$ cat src/rtl/srlzr_tx_sched_pkg.sv
// Shared definitions for the serializer transmit scheduler: FSM state
// encodings and a width helper usable in constant expressions.
package srlzr_tx_sched_pkg;

  localparam logic [2:0] ST_IDLE  = 3'd0;
  localparam logic [2:0] ST_ARB   = 3'd1;
  localparam logic [2:0] ST_LOAD  = 3'd2;
  localparam logic [2:0] ST_SHIFT = 3'd3;
  localparam logic [2:0] ST_GAP   = 3'd4;

  // Minimum result of 1 so a counter or index never collapses to zero bits.
  function automatic int clog2(input int value);
    int r;
    r = 0;
    while ((1 << r) < value) r++;
    return (r < 1) ? 1 : r;
  endfunction

endpackage

$ cat src/rtl/srlzr_tx_sched_if.sv
// Bundle between the word sources and the serializer: request handshake on
// one side, load/shift strobes and status on the other.
interface srlzr_tx_sched_if
  import srlzr_tx_sched_pkg::*;
#(
  parameter int DATA_WIDTH = 8,
  parameter int NUM_REQ    = 4
);
  localparam int GID_W = clog2(NUM_REQ);

  logic [NUM_REQ-1:0]            req_valid;
  logic [NUM_REQ*DATA_WIDTH-1:0] req_data;
  logic [NUM_REQ-1:0]            req_ready;
  logic                          ser_valid;
  logic [DATA_WIDTH-1:0]         ser_data;
  logic                          ser_shift;
  logic [GID_W-1:0]              grant_id;
  logic                          busy;

  modport master (
    output req_valid, req_data,
    input  req_ready, ser_valid, ser_data, ser_shift, grant_id, busy
  );

  modport slave (
    input  req_valid, req_data,
    output req_ready, ser_valid, ser_data, ser_shift, grant_id, busy
  );

endinterface

$ cat src/rtl/srlzr_tx_sched_rr_arbiter.sv
// Combinational round-robin pick: first active request strictly after
// last_grant, wrapping to index 0.
module rr_arbiter #(
  parameter int NUM_REQ = 4,
  parameter int GID_W   = 2
) (
  input  logic [NUM_REQ-1:0] req,
  input  logic [GID_W-1:0]   last_grant,
  output logic [GID_W-1:0]   grant,
  output logic               any_req
);

  // Wrap by compare so non-power-of-two NUM_REQ still rotates correctly.
  always_comb begin : pick
    int idx;
    idx     = 0;
    grant   = '0;
    any_req = 1'b0;
    for (int k = 1; k <= NUM_REQ; k++) begin
      idx = int'(last_grant) + k;
      if (idx >= NUM_REQ) idx = idx - NUM_REQ;
      if (!any_req && req[idx]) begin
        any_req = 1'b1;
        grant   = GID_W'(idx);
      end
    end
  end

endmodule

$ cat src/rtl/srlzr_tx_sched.sv
// Round-robin scheduler sharing one PISO serializer among NUM_REQ sources:
// arbitrate, load one word, pace DATA_WIDTH shifts, idle gap, repeat.
module srlzr_tx_sched
  import srlzr_tx_sched_pkg::*;
#(
  parameter int DATA_WIDTH   = 8,
  parameter int NUM_REQ      = 4,
  parameter int CLKS_PER_BIT = 4,
  parameter int GAP_CYCLES   = 2
) (
  input  logic             clk,
  input  logic             rst,
  srlzr_tx_sched_if.slave  bus
);

  localparam int GID_W = clog2(NUM_REQ);
  localparam int DIV_W = clog2(CLKS_PER_BIT);
  localparam int BIT_W = clog2(DATA_WIDTH + 1);
  localparam int GAP_W = clog2(GAP_CYCLES + 1);

  localparam logic [DIV_W-1:0] DIV_LAST  = DIV_W'(CLKS_PER_BIT - 1);
  localparam logic [BIT_W-1:0] BIT_LAST  = BIT_W'(DATA_WIDTH - 1);
  localparam logic [GAP_W-1:0] GAP_LAST  = GAP_W'(GAP_CYCLES - 1);
  localparam logic [GID_W-1:0] LAST_INIT = GID_W'(NUM_REQ - 1);

  logic [2:0]            state_q,      state_d;
  logic [GID_W-1:0]      grant_id_q,   grant_id_d;
  logic [GID_W-1:0]      last_grant_q, last_grant_d;
  logic [DATA_WIDTH-1:0] ser_data_q,   ser_data_d;
  logic [DIV_W-1:0]      div_cnt_q,    div_cnt_d;
  logic [BIT_W-1:0]      bit_cnt_q,    bit_cnt_d;
  logic [GAP_W-1:0]      gap_cnt_q,    gap_cnt_d;

  logic [GID_W-1:0]      arb_grant;
  logic                  arb_any;
  logic                  load_ok;
  logic                  shift;
  logic [DATA_WIDTH-1:0] sel_data;

  rr_arbiter #(
    .NUM_REQ (NUM_REQ),
    .GID_W   (GID_W)
  ) u_arb (
    .req        (bus.req_valid),
    .last_grant (last_grant_q),
    .grant      (arb_grant),
    .any_req    (arb_any)
  );

  assign load_ok  = bus.req_valid[grant_id_q];
  assign sel_data = bus.req_data[grant_id_q*DATA_WIDTH +: DATA_WIDTH];
  assign shift    = (state_q == ST_SHIFT) && (div_cnt_q == DIV_LAST);

  always_comb begin
    state_d      = state_q;
    grant_id_d   = grant_id_q;
    last_grant_d = last_grant_q;
    ser_data_d   = ser_data_q;
    div_cnt_d    = div_cnt_q;
    bit_cnt_d    = bit_cnt_q;
    gap_cnt_d    = gap_cnt_q;
    case (state_q)
      ST_IDLE: if (|bus.req_valid) state_d = ST_ARB;
      ST_ARB: begin
        if (arb_any) begin
          grant_id_d = arb_grant;
          state_d    = ST_LOAD;
        end else begin
          state_d    = ST_IDLE;
        end
      end
      // Pointer advances even on a withdrawn load so a flaky source cannot hog priority.
      ST_LOAD: begin
        last_grant_d = grant_id_q;
        div_cnt_d    = '0;
        bit_cnt_d    = '0;
        if (load_ok) begin
          ser_data_d = sel_data;
          state_d    = ST_SHIFT;
        end else begin
          state_d    = ST_IDLE;
        end
      end
      ST_SHIFT: begin
        if (shift) begin
          div_cnt_d = '0;
          bit_cnt_d = bit_cnt_q + 1'b1;
          if (bit_cnt_q == BIT_LAST) begin
            gap_cnt_d = '0;
            state_d   = ST_GAP;
          end
        end else begin
          div_cnt_d = div_cnt_q + 1'b1;
        end
      end
      ST_GAP: begin
        if (gap_cnt_q == GAP_LAST) state_d = ST_IDLE;
        else                       gap_cnt_d = gap_cnt_q + 1'b1;
      end
      default: state_d = ST_IDLE;
    endcase
  end

  always_ff @(posedge clk or posedge rst) begin
    if (rst) begin
      state_q      <= ST_IDLE;
      grant_id_q   <= '0;
      last_grant_q <= LAST_INIT;
      ser_data_q   <= '0;
      div_cnt_q    <= '0;
      bit_cnt_q    <= '0;
      gap_cnt_q    <= '0;
    end else begin
      state_q      <= state_d;
      grant_id_q   <= grant_id_d;
      last_grant_q <= last_grant_d;
      ser_data_q   <= ser_data_d;
      div_cnt_q    <= div_cnt_d;
      bit_cnt_q    <= bit_cnt_d;
      gap_cnt_q    <= gap_cnt_d;
    end
  end

  always_comb begin
    bus.req_ready = '0;
    if (state_q == ST_LOAD) bus.req_ready[grant_id_q] = 1'b1;
  end

  assign bus.ser_valid = (state_q == ST_LOAD) && load_ok;
  assign bus.ser_shift = shift;
  assign bus.ser_data  = ser_data_q;
  assign bus.grant_id  = grant_id_q;
  assign bus.busy      = (state_q != ST_IDLE);

endmodule

$ cat src/flat_wrapper.sv
// flat-port wrapper written by rule: the top's interface ports become plain ports
module srlzr_tx_sched_flat import srlzr_tx_sched_pkg::*;
#(
  parameter int DATA_WIDTH   = 8,
  parameter int NUM_REQ      = 4,
  parameter int CLKS_PER_BIT = 4,
  parameter int GAP_CYCLES   = 2
)
  (clk, rst, bus_req_valid, bus_req_data, bus_req_ready, bus_ser_valid, bus_ser_data, bus_ser_shift, bus_grant_id, bus_busy);
  srlzr_tx_sched_if #(.DATA_WIDTH(DATA_WIDTH), .NUM_REQ(NUM_REQ)) bus_i ();
  input  logic clk;
  input  logic rst;
  input wire logic [$bits(bus_i.req_valid)-1:0] bus_req_valid;
  input wire logic [$bits(bus_i.req_data)-1:0] bus_req_data;
  output wire logic [$bits(bus_i.req_ready)-1:0] bus_req_ready;
  output wire logic [$bits(bus_i.ser_valid)-1:0] bus_ser_valid;
  output wire logic [$bits(bus_i.ser_data)-1:0] bus_ser_data;
  output wire logic [$bits(bus_i.ser_shift)-1:0] bus_ser_shift;
  output wire logic [$bits(bus_i.grant_id)-1:0] bus_grant_id;
  output wire logic [$bits(bus_i.busy)-1:0] bus_busy;
  assign bus_i.req_valid = bus_req_valid;
  assign bus_i.req_data = bus_req_data;
  assign bus_req_ready = bus_i.req_ready;
  assign bus_ser_valid = bus_i.ser_valid;
  assign bus_ser_data = bus_i.ser_data;
  assign bus_ser_shift = bus_i.ser_shift;
  assign bus_grant_id = bus_i.grant_id;
  assign bus_busy = bus_i.busy;
  srlzr_tx_sched #(.DATA_WIDTH(DATA_WIDTH), .NUM_REQ(NUM_REQ), .CLKS_PER_BIT(CLKS_PER_BIT), .GAP_CYCLES(GAP_CYCLES)) u_core (.clk(clk), .rst(rst), .bus(bus_i));
endmodule
$ cat config.mk
export PLATFORM = sky130hd
export DESIGN_NAME = srlzr_tx_sched_flat
export DESIGN_NICKNAME = d
export VERILOG_FILES = /design/src/rtl/srlzr_tx_sched_pkg.sv /design/src/rtl/srlzr_tx_sched_if.sv /design/src/rtl/srlzr_tx_sched_rr_arbiter.sv /design/src/rtl/srlzr_tx_sched.sv /design/src/flat_wrapper.sv
export SDC_FILE = /design/constraint.sdc
export NUM_CORES = 1
export LEC_CHECK = 0
export BUFFER_PORTS_ARGS = -buffer_cell sky130_fd_sc_hd__buf_2
export CAP_MARGIN = 10
export CELL_PAD_IN_SITES_DETAIL_PLACEMENT = 0
export CELL_PAD_IN_SITES_GLOBAL_PLACEMENT = 1
export CORE_AREA = 2 2 80 82
export DETAILED_ROUTE_END_ITERATION = 8
export DIE_AREA = 0 0 82 84
export MAX_ROUTING_LAYER = met4
export PLACE_DENSITY = 0.55
export REMOVE_ABC_BUFFERS = 1
export SYNTH_ARGS = -nofsm -noshare
export SYNTH_HDL_FRONTEND = slang
export SYNTH_SLANG_ARGS = --single-unit
$ cat constraint.sdc
create_clock -name clk -period 4.01 [get_ports clk]
set_input_delay 0.6015 -clock clk [delete_from_list [all_inputs] [get_ports clk]]
set_output_delay 0.6015 -clock clk [all_outputs]
set_load 0.005 [all_outputs]
==> results of run 1 <==
critical path, cell delays in order (launching register included):
cell	delay, ns
sky130_fd_sc_hd__dfrtp_1	0.79
sky130_fd_sc_hd__mux4_2	0.63
sky130_fd_sc_hd__nand2_4	0.16
sky130_fd_sc_hd__inv_1	0.05
sky130_fd_sc_hd__buf_2	0.12
power breakdown:
| part | internal [uW] | switching (uW) |
|---|---|---|
| clock network | 70.8 | 71.8 |
| registers | 322 | 116 |
| logic | 258 | 185 |
Yosys cell counts, types with 3 or more instances:
library cell               n
sky130_fd_sc_hd__dfrtp_1  21
sky130_fd_sc_hd__nand2_1  17
sky130_fd_sc_hd__mux2_2    8
sky130_fd_sc_hd__o21ai_0   8
sky130_fd_sc_hd__mux4_2    7
sky130_fd_sc_hd__nand3_1   7
sky130_fd_sc_hd__nor2_1    6
sky130_fd_sc_hd__inv_1     4
sky130_fd_sc_hd__a21oi_1   3
sky130_fd_sc_hd__ha_1      3
sky130_fd_sc_hd__nor3_1    3
cells by family after synthesis:
group	Yosys count	share of synthesized area, %
compound gates	16	7.10
buf+inv	8	3.36
xor+xnor	2	1.31
mux	17	22.4
simple gates	49	19.9
fa+ha+maj	3	2.80
flops	23	43.1
sequential cells by signal, indices dropped and copies added (netlist names):
register / count
u_core.bus.ser_data: 8
u_core.gap_cnt_q: 2
u_core.div_cnt_q: 2
u_core.last_grant_q: 2
u_core.bit_cnt_q: 4
u_core.state_q: 3
u_core.bus.grant_id: 2
cell type report:
cell class / instances / area [um2] / share of cell area, %
Tap cell: 77 / 96.3 / 5.60
Clock buffer: 4 / 45.0 / 2.62
Multi-Input combinational cell: 87 / 717 / 41.6
Timing Repair Buffer: 54 / 270 / 15.7
Inverter: 4 / 15.0 / 0.872
Sequential cell: 23 / 578 / 33.6
per-layer routing:
layer	up-vias	GRT usage (%)
met2	47	13.4
met3	0	2.06
met5	-	-
li1	547	-
met4	0	3.18
met1	504	13.9
worst max path at each step:
stage                            from             to  slack, ns
2_1_floorplan  u_core.bus.grant_id[0]  bus_ser_valid       1.93
3_3_place_gp   u_core.bus.grant_id[0]  bus_ser_valid       1.63
3_5_place_dp   u_core.bus.grant_id[0]  bus_ser_valid       1.62
4_1_cts        u_core.bus.grant_id[0]  bus_ser_valid       1.33
5_1_grt        u_core.bus.grant_id[0]  bus_ser_valid       1.23
6_report       u_core.bus.grant_id[0]  bus_ser_valid       1.40
metrics by stage:
stage	util [%]	hold slack, ns
detailed placement	27.5	0.460
finish	28.2	0.474
floorplan	-	0.441
global placement	27.5	0.455
global route	28.2	0.491
CTS	28.2	0.480
==> flow_metrics.py, run 1 <==
metrics = {
    "run_status": {
        "outcome": "complete, no violations",
    },
    "floorplan": {
        "die_width_um": 82,
        "die_h_um": 84,
        "io-pin-count": 55,
        "design.die.area_mm2": 0.00689,
        "initial_utilization_pct": 22.0,
        "core_area_mm2": 0.00610,
        "placement_rows": 29,
    },
    "run": {
        "cap_violations": 0,
    },
    "power": {
        "power-per-cell-area_mw_per_mm2": 595,
        "cellLeakagePower_uw": 0.000837,
        "max-vdd-ir-drop_mv": 0.189,
        "design_power_total_uw": 1020,
    },
    "placement": {
        "dpl_worst_slack_ns": 1.62,
        "buffer_ports.inserted": 54,
        "detailed_place_hpwl_um": 2450,
        "routabilityCongestion": 0.726,
        "placed_instance_area_mm2": 0.00168,
        "dp.cells": 245,
    },
    "synth": {
        "avgSynthCellArea_um2": 11.4,
        "yosysWarnings": 0,
        "yosys_register_bits": 23,
        "asyncSetResetFlopFracSynth_pct": 100,
        "synthTopCellsByArea": "sky130_fd_sc_hd__dfrtp_1, sky130_fd_sc_hd__mux4_2, sky130_fd_sc_hd__mux2_2",
        "yosysSeqAreaShare_pct": 43.1,
        "synth_top_area_share_pct": 39.2,
        "synth_top_cell_by_area": "sky130_fd_sc_hd__dfrtp_1",
        "netlist_area_mm2": 0.00134,
        "synth_top_flop_cell": "sky130_fd_sc_hd__dfrtp_1",
        "post_synth_inst_count": 118,
        "synth_enable_flop_cells": 0,
        "ys_types": 33,
    },
    "worst_setup_path": {
        "regToRegStartpoint": "u_core.bus.grant_id[0]",
        "endpoint_kind": "output pin",
        "crit_required_ns": 3.41,
        "timing.critical_path.from_type": "register",
        "timing.critical_path.arrival_ns": 2.01,
        "cp_max_fo": 15,
        "timing.setup.critical_path_class": "reg -> out",
        "regToRegSetupSlack_ns": 1.97,
        "rr_endpoint": "u_core.bus.ser_data[7]",
        "reg2regPathDepth": 3,
    },
    "sta": {
        "timing_max_transition_violations_final": 0,
        "fin_skew_ns": 0.00803,
        "grt_setup_unrepaired": "false",
        "finalSetupViolations": 0,
        "timing.final.hold_violations": 0,
        "setup_ws_ns": 1.40,
        "slew_margin_rel_pct": 40.9,
        "period_needed_ns": 2.61,
        "tightestPinTransition_ns": 0.885,
        "fmaxAchievable_ghz": 0.384,
        "final.period_utilization_pct": 65.0,
        "finalSetupTns_ns": 0,
    },
    "hold_path": {
        "min-delay-start": "u_core.div_cnt_q[1]",
        "min_delay_path_depth": 2,
        "hold-path-endpoint": "u_core.div_cnt_q[1]",
        "hold_class": "reg -> reg",
    },
    "global_routing": {
        "number_of_global_route_vias_before_repair": 1066,
        "grt_overflow_total": 0,
        "grt_antenna_before_repair": 0,
        "grt_pass1_wl_um": 5020,
        "pin_count_of_the_biggest_net_entering_global_routing": 24,
        "grt_util_all_layers_pct": 9.67,
    },
    "route": {
        "number_of_design_rule_violations_left_by_the_first_detailed_router_iteration": 63,
        "totalWireLength_um": 3180,
        "wl_met1_um": 1560,
        "viasPerCell": 4.41,
        "drt_pass1_iterations": 3,
        "final_antenna_net_count": 0,
        "route.detailed.wl_per_inst_um": 12.8,
        "routed-via-count": 1098,
        "route.detailed.drc": 0,
        "met3_wirelength_um": 343,
        "met2_wirelength_um": 1280,
        "route.top_layer_used": "met3",
    },
    "final_layout": {
        "layout.cells.most_common_list": "sky130_fd_sc_hd__buf_2, sky130_fd_sc_hd__dfrtp_1, sky130_fd_sc_hd__nand2_1, sky130_fd_sc_hd__mux2_2, sky130_fd_sc_hd__o21ai_0",
        "stdcell_count": 249,
        "finish.net_count": 214,
        "antenna_cells_inserted": 0,
        "area.growth.synth_to_final_pct": 28.5,
        "post-route-cell-area_mm2": 0.00172,
        "drive_above_1_share_pct": 45.3,
        "filler_cell_count": 665,
        "layout_commonest_cell": "sky130_fd_sc_hd__buf_2",
    },
    "cts": {
        "cts_buffer_depth": 2,
        "cts_root_buffer": "sky130_fd_sc_hd__clkbuf_8",
        "clock_insertion_delay_worst_skew_ns": 0.26,
        "cts_made_buffers": 3,
        "clkTransAtPathRegs_ns": 0.08,
        "cts_tree": "built",
        "post-cts-setup-buffers": 0,
        "cts.sink_count": 23,
        "cts-htree-levels": 1,
        "post_cts_resized": 0,
        "cts_hold_repair.buffers": 0,
    },
}
(Power assumes the default switching activity.)
==> run 2: changes to the inputs <==
==> constraint.sdc (replaced) <==
create_clock -name clk -period 2.6 [get_ports clk]
set_input_delay 0.39 -clock clk [delete_from_list [all_inputs] [get_ports clk]]
set_output_delay 0.39 -clock clk [all_outputs]
set_load 0.005 [all_outputs]
==> run 2 against run 1 <==
  * Global-route usage about the same
  * Highest routed layer is now met4
  * Die area unchanged
  * Sequential share of layout area down 0.31 points
  * Register-to-register slack worse by 0.98 ns
  * Sequential power up 38%
  * Via count up 3.7%
  * Utilization up 0.27 points
  * Setup slack worse by 0.83 ns
  * Critical path depth up 1
  * Combinational power up 75%
==> flow_metrics.py, run 2 (synthesis gave the netlist of run 1 again) <==
metrics = {
    "run_status": {
        "outcome": "complete, no violations",
    },
    "sta": {
        "timing_max_transition_violations_final": 0,
        "timing.final.hold_violations": 0,
        "finalSetupViolations": 0,
        "finalSetupTns_ns": 0,
        "final.period_utilization_pct": 77.8,
        "fmaxAchievable_ghz": 0.494,
        "worst_hold_slack_ns": 0.297,
        "fin_skew_ns": 0.0130,
        "setup_ws_ns": 0.576,
        "grt_setup_unrepaired": "false",
        "period_needed_ns": 2.02,
        "tightestPinTransition_ns": 0.897,
        "slew_margin_rel_pct": 40.1,
    },
    "worst_setup_path": {
        "crit_path_cell_trace": "nand2b_4 > nor2_1 > nand2_4 > inv_1 > buf_2",
        "timing.critical_path.buf_inv": 2,
        "cp_max_fo": 9,
        "timing.critical_path.from_type": "register",
        "timing.critical_path.arrival_ns": 1.63,
        "worst_path_dominant_cell_family": "simple AND/OR/NAND/NOR gates",
        "endpoint_kind": "output pin",
        "crit_required_ns": 2.21,
        "cpPeakStageDelay_ns": 0.43,
        "crit_path_top_delay_cell": "sky130_fd_sc_hd__dfrtp_1",
        "timing.setup.critical_path_class": "reg -> out",
    },
    "cts": {
        "cts_root_buffer": "sky130_fd_sc_hd__clkbuf_8",
        "cts_tree": "built",
        "cts_made_buffers": 3,
        "post_cts_resized": 0,
        "clock_insertion_delay_worst_skew_ns": 0.27,
        "cts-htree-levels": 1,
        "cts.sink_count": 23,
        "clkTransAtPathRegs_ns": 0.09,
        "post-cts-setup-buffers": 0,
        "cts_hold_repair.buffers": 0,
        "cts_buffer_depth": 2,
    },
    "hold_path": {
        "hold_class": "in -> async",
    },
    "final_layout": {
        "layout_commonest_cell": "sky130_fd_sc_hd__buf_2",
        "antenna_cells_inserted": 0,
        "layout.cells.most_common_list": "sky130_fd_sc_hd__buf_2, sky130_fd_sc_hd__dfrtp_1, sky130_fd_sc_hd__nand2_1, sky130_fd_sc_hd__mux2_2, sky130_fd_sc_hd__o21ai_0",
        "finish.net_count": 216,
        "drive_above_1_share_pct": 46.6,
        "largest_register_ffs": 8,
        "area.growth.synth_to_final_pct": 29.7,
    },
    "power": {
        "design_power_total_uw": 1610,
        "power-per-cell-area_mw_per_mm2": 926,
        "cellLeakagePower_uw": 0.000850,
        "max-vdd-ir-drop_mv": 0.290,
    },
    "global_routing": {
        "grt_util_all_layers_pct": 9.63,
        "grt_antenna_before_repair": 0,
        "met1_usage_pct": 12.4,
        "met2_grt_util_pct": 14.8,
        "grt_overflow_total": 0,
        "global_route.peak_usage_layer": "met2",
        "grt_pass1_wl_um": 4970,
        "grtUsageMet3_pct": 2.49,
        "number_of_global_route_vias_before_repair": 1098,
        "pin_count_of_the_biggest_net_entering_global_routing": 24,
    },
    "route": {
        "routed-via-count": 1139,
        "drt_pass1_iterations": 5,
        "totalWireLength_um": 3240,
        "route.detailed.drc": 0,
        "route.detailed.wl_per_inst_um": 12.9,
        "viasPerCell": 4.54,
        "final_antenna_net_count": 0,
        "number_of_design_rule_violations_left_by_the_first_detailed_router_iteration": 29,
    },
    "placement": {
        "dpl_worst_slack_ns": 0.816,
        "buffer_ports.inserted": 54,
        "detailed_place_hpwl_um": 2500,
        "routabilityCongestion": 0.787,
    },
    "floorplan": {
        "io-pin-count": 55,
        "design.die.area_mm2": 0.00689,
        "initial_utilization_pct": 22.0,
        "placement_rows": 29,
        "core_area_mm2": 0.00610,
        "die_h_um": 84,
        "die_width_um": 82,
    },
    "run": {
        "cap_violations": 0,
    },
}
run 2: cell types whose count changed in the layout (fill, tap and decap cells not counted), sizes merged:
cell / change
clkbuf: -1
clkinv: +1
buf: +2
run 2: metrics by stage:
| stage | utilization, % | instance area (um2) | cells |
|---|---|---|---|
| floorplan | - | 1310 | 114 |
| global placement | 27.8 | 1690 | 247 |
| detailed placement | 27.8 | 1690 | 247 |
| CTS | 28.5 | 1740 | 251 |
| global route | 28.5 | 1740 | 251 |
| finish | 28.5 | 1740 | 251 |
run 2: worst paths after layout:
check / to / depth (start not counted) / start / slack, ns
setup / recovery: bus_ser_valid / 5 / u_core.state_q[2] / 0.58
max in group asynchronous: u_core.bus.grant_id[1] / 2 / rst / 1.74
hold reg to reg: u_core.div_cnt_q[1] / 2 / u_core.div_cnt_q[1] / 0.48
hold / removal: u_core.bit_cnt_q[1] / 2 / rst / 0.30
setup reg to reg: u_core.bus.ser_data[0] / 3 / u_core.bus.grant_id[0] / 0.99
min in group clk: u_core.div_cnt_q[1] / 2 / u_core.div_cnt_q[1] / 0.48
run 2: where the power goes:
group / switching (uW) / total [uW] / leakage, uW / internal, uW
Clock: 120 / 227 / 0.0000255 / 107
Sequential: 108 / 606 / 0.000287 / 498
Combinational: 360 / 776 / 0.000538 / 416
run 2: metal layers:
layer	routed length [um]	share of wire, %
met1	1560	48
met2	1320	41
met3	327	10
met4	33	1.0
met5	0	0
run 2: area by class of cell:
class | count | area [um2]
Fill cell | 658 | 4360
Tap cell | 77 | 96.3
Timing Repair Buffer | 56 | 285
Clock buffer | 3 | 41.3
Sequential cell | 23 | 578
Clock inverter | 1 | 5.00
Inverter | 4 | 15.0
Multi-Input combinational cell | 87 | 717
==> run 3: changes to the inputs <==
==> constraint.sdc (replaced) <==
create_clock -name clk -period 2 [get_ports clk]
set_input_delay 0.3 -clock clk [delete_from_list [all_inputs] [get_ports clk]]
set_output_delay 0.3 -clock clk [all_outputs]
set_load 0.005 [all_outputs]
==> run 3 against run 2 <==
  * Sequential power increased by 29%
  * First-iteration DRC count grew 130%
  * Non-clock buffer count increased by 2
  * Worst hold slack got worse by 0.24 ns
  * Clock skew fell by 0.0020 ns
  * Critical endpoint unchanged
  * Sequential share of layout area decreased by 0.33 points
==> flow_metrics.py, run 3 (synthesis gave the netlist of run 1 again) <==
metrics = {
    "run_status": {
        "outcome": "complete, no violations",
    },
    "sta": {
        "tightestPinTransition_ns": 0.334,
        "fin_skew_ns": 0.0110,
        "final.period_utilization_pct": 94.0,
        "fmaxAchievable_ghz": 0.532,
        "timing_max_transition_violations_final": 0,
        "timing.final.hold_violations": 0,
        "slew_margin_rel_pct": 77.5,
        "grt_setup_unrepaired": "false",
        "period_needed_ns": 1.88,
        "finalSetupTns_ns": 0,
        "finalSetupViolations": 0,
        "setup_ws_ns": 0.120,
    },
    "floorplan": {
        "core_area_mm2": 0.00610,
        "design.die.area_mm2": 0.00689,
        "placement_rows": 29,
        "die_h_um": 84,
        "io-pin-count": 55,
        "die_width_um": 82,
        "initial_utilization_pct": 22.0,
    },
    "global_routing": {
        "number_of_global_route_vias_before_repair": 1106,
        "grt_util_all_layers_pct": 10.5,
        "grt_overflow_total": 0,
        "grt_antenna_before_repair": 0,
        "grt_pass1_wl_um": 5360,
        "pin_count_of_the_biggest_net_entering_global_routing": 24,
    },
    "route": {
        "route.detailed.drc": 0,
        "viasPerCell": 4.49,
        "number_of_design_rule_violations_left_by_the_first_detailed_router_iteration": 67,
        "final_antenna_net_count": 0,
        "totalWireLength_um": 3480,
        "route.detailed.wl_per_inst_um": 13.8,
        "routed-via-count": 1137,
        "drt_pass1_iterations": 5,
    },
    "final_layout": {
        "layout_commonest_cell": "sky130_fd_sc_hd__buf_2",
        "area.growth.synth_to_final_pct": 31.3,
        "filler_cell_count": 654,
        "largest_register_ffs": 8,
        "multi_input_area_um2": 719,
        "antenna_cells_inserted": 0,
        "drive_above_1_share_pct": 48.3,
        "sequential_cell_area_um2": 579,
        "finish.net_count": 218,
        "layout.cells.most_common_list": "sky130_fd_sc_hd__buf_2, sky130_fd_sc_hd__dfrtp_1, sky130_fd_sc_hd__nand2_1, sky130_fd_sc_hd__mux2_2, sky130_fd_sc_hd__o21ai_0",
    },
    "cts": {
        "cts-htree-levels": 1,
        "cts_buffer_depth": 2,
        "clkTransAtPathRegs_ns": 0.09,
        "cts_tree": "built",
        "cts_hold_repair.buffers": 0,
        "cts_root_buffer": "sky130_fd_sc_hd__clkbuf_8",
        "cts.sink_count": 23,
        "cts_made_buffers": 3,
        "clock_insertion_delay_worst_skew_ns": 0.27,
    },
    "power": {
        "max-vdd-ir-drop_mv": 0.374,
        "power-per-cell-area_mw_per_mm2": 1200,
        "cell_internal_pwr_uw": 1350,
        "swShare_pct": 36.3,
        "comb_power_share_pct": 48.8,
        "seq_power_share_pct": 37.0,
        "clkPwrFrac_pct": 14.2,
        "cellLeakagePower_uw": 0.000855,
        "netSwitchingPower_uw": 768,
    },
    "worst_setup_path": {
        "crit_required_ns": 1.70,
        "timing.critical_path.arrival_ns": 1.58,
        "regToRegSetupSlack_ns": 0.38,
        "timing.critical_path.from_type": "register",
        "timing.setup.critical_path_class": "reg -> out",
        "cp_max_fo": 9,
        "endpoint_kind": "output pin",
        "reg2regPathDepth": 3,
    },
    "placement": {
        "buffer_ports.inserted": 54,
        "detailed_place_hpwl_um": 2640,
        "dpl_worst_slack_ns": 0.277,
        "routabilityCongestion": 0.687,
    },
    "hold_path": {
        "hold_class": "in -> async",
    },
    "run": {
        "cap_violations": 0,
    },
}
## run 3: timing repair
item	4_1_cts	5_1_grt
setup buffers	0	0
endpoints found under the setup margin	0	4
gates resized for setup	0	2
## run 3: layout make-up
cell class              instances  share of cell area, %
clock buffers                   3                   2.35
well taps                      77                   5.48
repair buffers                 58                   17.1
clock inverters                 1                  0.427
flip-flops and latches         23                   32.9
inverters                       4                  0.853
multi-input cells              87                   40.9
## run 3: final timing paths
check	start	endpoint
setup / recovery	u_core.bus.grant_id[0]	bus_ser_valid
hold / removal	rst	u_core.bus.ser_data[0]
setup reg to reg	u_core.bus.grant_id[0]	u_core.bus.ser_data[0]
hold reg to reg	u_core.div_cnt_q[1]	u_core.div_cnt_q[1]
max in group asynchronous	rst	u_core.last_grant_q[0]
min in group clk	bus_req_valid[3]	u_core.state_q[0]
## run 3: power groups by stage
| stage | clock [uW] | sequential (uW) | combinational (uW) |
|---|---|---|---|
| CTS | 325 | 780 | 1060 |
| global route | 345 | 813 | 1160 |
| global placement | 0 | 788 | 1050 |
| finish | 300 | 782 | 1030 |
| detailed placement | 0 | 790 | 1050 |
| floorplan | 0 | 845 | 604 |
## run 3: critical path, cell delays in order, from the launching register on
cell,delay [ns]
sky130_fd_sc_hd__dfrtp_2,0.43
sky130_fd_sc_hd__mux4_2,0.56
sky130_fd_sc_hd__nand2_4,0.16
sky130_fd_sc_hd__inv_1,0.05
sky130_fd_sc_hd__buf_2,0.12
## run 3: per-stage QoR
| step | area [um2] | total power, uW | util, % | hold slack, ns | instances |
|---|---|---|---|---|---|
| floorplan | 1310 | 1450 | - | 0.300 | 114 |
| global placement | 1710 | 1840 | 28.0 | 0.373 | 249 |
| detailed placement | 1710 | 1840 | 28.0 | 0.372 | 249 |
| CTS | 1760 | 2160 | 28.8 | 0.0699 | 253 |
| global route | 1760 | 2320 | 28.9 | 0.0857 | 253 |
| finish | 1760 | 2120 | 28.9 | 0.0584 | 253 |
## run 3: routing by layer
metal / wire [um] / up-vias / GRT usage (%) / share of wire (%)
met5: 0 / - / - / 0
met4: 35 / 0 / 3.18 / 1.0
met3: 376 / 2 / 2.92 / 11
met2: 1420 / 51 / 15.2 / 41
met1: 1650 / 533 / 14.1 / 47
li1: - / 551 / - / -
